$ cat config.mk
export PLATFORM = sky130hd
export DESIGN_NAME = alu
export DESIGN_NICKNAME = d
export VERILOG_FILES = /design/src/rtl/alu.sv
export SDC_FILE = /design/constraint.sdc
export NUM_CORES = 2
export LEC_CHECK = 0
export ABC_AREA = 1
export CAP_MARGIN = 20
export CORE_MARGIN = 3
export CORE_UTILIZATION = 44
export DETAILED_ROUTE_END_ITERATION = 6
export DONT_BUFFER_PORTS = 1
export HOLD_SLACK_MARGIN = 0.03
export MAX_ROUTING_LAYER = met4
export PLACE_DENSITY = 0.55
export SYNTH_ARGS = -nofsm -noshare
export SYNTH_HDL_FRONTEND = slang
export SYNTH_SLANG_ARGS = --single-unit
export TNS_END_PERCENT = 1
$ cat constraint.sdc
create_clock -name clk -period 11.49 [get_ports clk]
set_clock_uncertainty 0.05 [all_clocks]
set_input_delay 2.298 -clock clk [delete_from_list [all_inputs] [get_ports clk]]
set_output_delay 2.298 -clock clk [all_outputs]
set_load 0.05 [all_outputs]
$ cat src/rtl/alu.sv
// Single-cycle registered ALU: 16 opcodes, Z/C/V/N flags.
// Result, flags and valid are captured one clock after an accepted input.
module alu (
   input  logic        clk,
   input  logic        reset,
   input  logic        in_valid,
   input  logic [31:0] a,
   input  logic [31:0] b,
   input  logic [3:0]  oper,
   input  logic [3:0]  flags_in,
   output logic [31:0] result,
   output logic [3:0]  flags_out,
   output logic        out_valid
);

   typedef enum logic [3:0] {
      OP_ADD = 4'd0,  OP_ADC = 4'd1,  OP_SUB = 4'd2,  OP_SBC = 4'd3,
      OP_RSB = 4'd4,  OP_MUL = 4'd5,  OP_AND = 4'd6,  OP_ORR = 4'd7,
      OP_XOR = 4'd8,  OP_BIC = 4'd9,  OP_LSL = 4'd10, OP_LSR = 4'd11,
      OP_ASR = 4'd12, OP_ROL = 4'd13, OP_ROR = 4'd14, OP_CPY = 4'd15
   } op_t;

   logic [31:0] r_result;
   logic [3:0]  r_flags;
   logic        r_valid;

   logic [31:0] w_x;
   logic [31:0] w_y;
   logic        w_cin;
   logic [32:0] w_sum;
   logic        w_add_v;
   logic [4:0]  w_s;
   logic [4:0]  w_lidx;
   logic [4:0]  w_ridx;
   logic [31:0] w_mul;
   logic [31:0] w_res;
   logic        w_c;
   logic        w_v;
   logic        w_cin_flag;
   logic        w_vin_flag;

   assign w_cin_flag = flags_in[1];
   assign w_vin_flag = flags_in[2];
   assign w_s        = b[4:0];
   // Bit index of the last bit shifted out: 32-s for LSL, s-1 for LSR/ASR.
   assign w_lidx     = 5'd0 - w_s;
   assign w_ridx     = w_s - 5'd1;
   assign w_mul      = a * b;

   // All add/subtract forms share one adder: x + y + cin.
   always_comb begin
      w_x   = a;
      w_y   = b;
      w_cin = 1'b0;
      unique case (oper)
         OP_ADC: w_cin = w_cin_flag;
         OP_SUB: begin w_y = ~b; w_cin = 1'b1; end
         OP_SBC: begin w_y = ~b; w_cin = w_cin_flag; end
         OP_RSB: begin w_x = b; w_y = ~a; w_cin = 1'b1; end
         default: ;
      endcase
   end

   assign w_sum   = {1'b0, w_x} + {1'b0, w_y} + {32'd0, w_cin};
   assign w_add_v = (w_x[31] == w_y[31]) && (w_sum[31] != w_x[31]);

   always_comb begin
      w_res = a;
      w_c   = w_cin_flag;
      w_v   = w_vin_flag;
      unique case (oper)
         OP_ADD, OP_ADC, OP_SUB, OP_SBC, OP_RSB: begin
            w_res = w_sum[31:0];
            w_c   = w_sum[32];
            w_v   = w_add_v;
         end
         OP_MUL: w_res = w_mul;
         OP_AND: w_res = a & b;
         OP_ORR: w_res = a | b;
         OP_XOR: w_res = a ^ b;
         OP_BIC: w_res = a & ~b;
         OP_LSL: begin
            w_res = a << w_s;
            if (w_s != 5'd0) w_c = a[w_lidx];
         end
         OP_LSR: begin
            w_res = a >> w_s;
            if (w_s != 5'd0) w_c = a[w_ridx];
         end
         OP_ASR: begin
            w_res = $unsigned($signed(a) >>> w_s);
            if (w_s != 5'd0) w_c = a[w_ridx];
         end
         OP_ROL: w_res = (a << w_s) | (a >> (6'd32 - {1'b0, w_s}));
         OP_ROR: w_res = (a >> w_s) | (a << (6'd32 - {1'b0, w_s}));
         OP_CPY: w_res = b;
         default: ;
      endcase
   end

   always_ff @(posedge clk) begin
      if (reset) begin
         r_result <= 32'd0;
         r_flags  <= 4'd0;
         r_valid  <= 1'b0;
      end else if (in_valid) begin
         r_result <= w_res;
         r_flags  <= {w_res[31], w_v, w_c, (w_res == 32'd0)};
         r_valid  <= 1'b1;
      end else begin
         r_valid  <= 1'b0;
      end
   end

   assign result    = r_result;
   assign flags_out = r_flags;
   assign out_valid = r_valid;

endmodule

* Word level (Yosys, flattened, before mapping)
Index checks and enable logic that the tools add are counted.
** Storage, ports and cells
- Bits in registers :: 37
- Input bits :: 75
- Output and inout bits :: 37
** Operators by class
- Add/sub/neg operators :: 5
- $mul :: 1
- Order comparisons :: 2
- Eq/ne operators :: 17
- Shifts and indexed selects :: 5
- Muxes and demuxes :: 13
- Bitwise logic cells :: 8
- Reduce and logical (&&, ||, !) cells :: 9
** Operator list (count)
- case mux 32 bit (12 select lines) :: 1
- OR 32 bit :: 3
- bitwise AND 32 bit :: 2
- NOT 32 bit :: 2
- case mux 32 bit (2 select lines) :: 1
- adder 32 x 32 -> 33 bit :: 1
- adder 33 x 1 -> 33 bit :: 1
- equality test 4 bit, second input constant :: 8
- zero test 32 bit :: 1
- multiplier 32 x 32 -> 32 bit :: 1
- 2-to-1 mux 32 bit :: 1
- left shift 32 x 5 -> 32 bit :: 1
- left shift 32 x 6 -> 32 bit :: 1
- >> shifter 32 x 5 -> 32 bit :: 1
- >> shifter 32 x 6 -> 32 bit :: 1
- >>> shifter 32 x 5 -> 32 bit :: 1
- bitwise XOR 32 bit :: 1
- equality test 4 x 3 -> 1 bit, second input constant :: 4
- less-than comparator 5 x 6 -> 1 bit, second input constant :: 2
- binary-select mux 1 bit (select 5 bit) :: 2
- equality test 4 x 2 -> 1 bit, second input constant :: 2
- OR reduction 2 bit :: 4
- 2-to-1 mux 1 bit :: 6
- subtractor 6 x 5 -> 6 bit, first input constant :: 1
- other kinds (11) :: 11

* Longest topological paths before layout
- Word-level depth :: 8
- Mapped depth :: 40
- Mapped depth without buffers :: 36

* Worst setup path before layout
OpenSTA, ideal clock, no wires.
- Path kind :: input -> register
- From :: input port b[3]
- To :: register r_flags[0], in the netlist flags_out[0]
- Arrival :: 9418 ps
- Path slack :: 1952 ps
- Cell stages on the path :: 36
- Path buffers :: 5
- Cells stage by stage :: buf_2 > clkbuf_1 > buf_1 > buf_2 > buf_1 > nand2_1 > inv_1 > fa_1 > inv_1 > fa_1 > fa_1 > fa_1 > inv_1 > fa_1 > inv_1 > fa_1 > inv_1 > fa_1 > fa_1 > ha_1 > nand2_1 > inv_1 > nand2_1 > inv_1 > a21oi_1 > nand3_1 > nand2_1 > nand2_1 > or2_2 > nand3_1 > nand4_1 > nor2_1 > nand3_1 > nor2_1 > nand4_1 > a21oi_1
** Between the ends
- Cells in the longest elaborated chain, start to end :: 6
** RTL lines
- from (decl) :: RTL line 8 : input logic [31:0] b,
- NOT 32 bit :: RTL line 57, 58, 81
- case mux 32 bit (2 select lines) :: RTL line 55 : unique case (oper)
- adder 32 x 32 -> 33 bit :: RTL line 64 : assign w_sum = {1'b0, w_x} + {1'b0, w_y} + {32'd0, w_cin};
- adder 33 x 1 -> 33 bit :: RTL line 64
- case mux 32 bit (12 select lines) * :: RTL line 71 : unique case (oper)
- zero test 32 bit * :: RTL line 108 : r_flags <= {w_res[31], w_v, w_c, (w_res == 32'd0)};
- to (signal assigned) :: RTL line 108
- to (decl) :: RTL line 24 : logic [3:0] r_flags;
Every way passes the cells marked *; elsewhere a longest branch is shown, timed or not.
A chain may end at the register's enable or synchronous reset.

* Final worst setup path
- From :: input port b[2]
- To :: register r_flags[0], in the netlist flags_out[0]
Same word-level chain as after synthesis.

==> impl_metrics.ini <==
[outcome]
status = complete, no violations

[floorplan]
num_io_pins = 112
rows = 94
start_util = 0.448
fp.coreArea_um2 = 66300
dieArea_um2 = 70700
die_y_um = 266
dieWidth_um = 266

[logic_synthesis]
syn_avg_cell_area_um2 = 6.13
synth_top_family_by_area = adder cells
yosysSeqAreaShare = 0.0243
async_flop_share = 0
synth_warnings = 0
ys_types = 55
muxShareOfSynthArea = 0.00472
synth_seq_cells = 36
synth_compound_area_frac = 0.155
synthXorXnorAreaFrac = 0.0103
synth_nets = 5534
synth-edff-count = 0
yosys.area_share.simple = 0.280
synthAdderAreaFrac = 0.363
synthCells = 4844
synth_flop_cell = dfxtp_1
synth_area_um2 = 29700

[cts]
cts-buffers-inserted = 5
cts_setup_buffers = 0
clk_pin_slew_ns = 0.05
cts_max_path_buffers = 2
cts_max_level = 2
clock-sinks = 36
root_buffer = clkbuf_16
cts_resized = 0
ctsHoldBuffers = 0
cts_tree = done
clock_latency_ns = 0.27

[setup_path]
start_kind = primary input
worstPathRequired_ns = 11.65
cp_max_fo = 94
worstPathArrival_ns = 9.60
crit_path_end_kind = register
critPathKind = primary input to register

[global_route]
grt_pass1_wl_um = 189000
grtUsageTotal = 0.364
grt_overflow_total = 0
antenna_found_initial = 3
grt_max_degree = 106
grt_pass1_vias = 30100

[final_layout]
areaGrowthSynthToFinish_pct = 1.11
n_antenna_cell = 0
layout.nets = 5290
final_layout_size_suffix_gt1_frac = 0.0180
fillCellCount = 7265
seq_area_um2 = 721
multi_input_area_um2 = 24200

[run]
cap_violations = 0

[place]
gp_congestion = 1.07
pre_cts_ws_ns = 2.04
place_hpwl_um = 95100
port_buffers = 0

[drt]
drt_iter0_drc = 3312
route.vias.total = 30900
final_antenna_net_count = 0
wl_per_cell_um = 22.9
first_pass_iters = 6
drcViolationCount = 0
drt-total-wl_um = 125000
avgViaCountPerCell = 5.65

[sta]
finalSetupViolations = 0
max_freq_ghz = 0.106
timing.hold.ws_ns = 0.674
fin_crit_sh = 0.822
tightest_slew_ns = 1.19
hold_violations = 0
worst_slack_ns = 2.04
tns_ns = 0
slew_violations = 0
slew_headroom = 0.198
period_minus_slack_ns = 9.45
rsz0062_at_grt = no

[hold_path]
hold_path.class = register to register
[cell usage in the layout, fill, tap and decap left out, drive strengths merged, types with 12 or more instances in the layout]
| master | n |
|---|---|
| xor2 | 28 |
| or2 | 21 |
| fa | 410 |
| nor2 | 223 |
| buf | 31 |
| a21o | 13 |
| ha | 205 |
| nand3 | 221 |
| nand2 | 1502 |
| nand4 | 45 |
| nor3 | 31 |
| mux2i | 14 |
| o221ai | 36 |
| inv | 980 |
| o21ai | 450 |
| a21oi | 190 |
| o21bai | 12 |
| o211ai | 57 |
| a211oi | 18 |
| dfxtp | 36 |
[Yosys cell counts (18+ instances only)]
cell	n	area, um2
a211oi_1	18	135
a21oi_1	188	941
buf_1	57	214
buf_2	55	275
clkbuf_1	163	612
dfxtp_1	36	721
fa_1	410	8210
ha_1	205	2560
inv_1	971	3640
nand2_1	1499	5630
nand3_1	221	1110
nand4_1	45	282
nor2_1	218	818
nor3_1	30	150
o211ai_1	57	428
o21ai_0	404	2020
o21ai_1	46	230
o221ai_1	36	315
or2_2	18	113
xor2_1	27	236
[flip-flops by register name, indices dropped and copies added (netlist names)]
register / count
result: 32
flags_out: 3
out_valid: 1
[per-stage QoR]
stage	util	area [um2]	instances
after floorplan	-	29700	4844
after global placement	0.451	29900	5457
after detailed placement	0.451	29900	5457
after CTS	0.453	30000	5465
after global routing	0.453	30000	5465
final	0.453	30000	5465
[kinds of logic (layout without fill, tap and decap cells)]
family,count (synthesis),in the layout
compound gates,820,820
xor+xnor,34,34
fa+ha+maj,615,615
buf+inv,1264,1021
flops,36,36
mux,14,14
simple gates,2061,2061
[critical path, stage by stage]
cell      delay [ns]
nand2_1         0.09
inv_1           0.05
fa_1            0.55
fa_1            0.44
fa_1            0.51
inv_1           0.05
fa_1            0.53
inv_1           0.06
fa_1            0.50
fa_1            0.60
fa_1            0.45
fa_1            0.47
ha_1            0.38
a21oi_1         0.20
o21ai_0         0.14
a21oi_1         0.16
o211ai_1        0.19
o21ai_0         0.86
nand3_1         0.32
nand2_1         0.23
nand3_1         0.09
nor2_1          0.13
nand4_1         0.11
a21oi_1         0.13
[path summary, 6_finish.rpt]
path | start | to | slack (ns) | cells past startpoint
worst min register to register | flags_out[1] | flags_out[1] | 0.67 | 2
worst max-delay path | b[2] | flags_out[0] | 2.04 | 24
worst max register to register | result[31] | result[31] | 10.09 | 2
worst min-delay path | flags_out[1] | flags_out[1] | 0.67 | 2
[layout make-up]
class                           count  share of cell area
Clock buffer                        7             0.00475
Timing Repair Buffer               31             0.00775
Clock inverter                      1            0.000250
Sequential cell                    36              0.0240
Inverter                          982               0.123
Multi-Input combinational cell   3544               0.805
Tap cell                          864              0.0360
[layer usage]
metal / track usage / vias to the layer above / part of all wire
li1: - / 14400 / -
met1: 0.460 / 14700 / 0.40
met2: 0.573 / 1466 / 0.45
met3: 0.0523 / 333 / 0.086
met4: 0.178 / 0 / 0.064
met5: - / - / 0
Power is left out: the tool's default activity adds up to more than one toggle a clock period on the data nets, which glitch-free logic cannot reach.
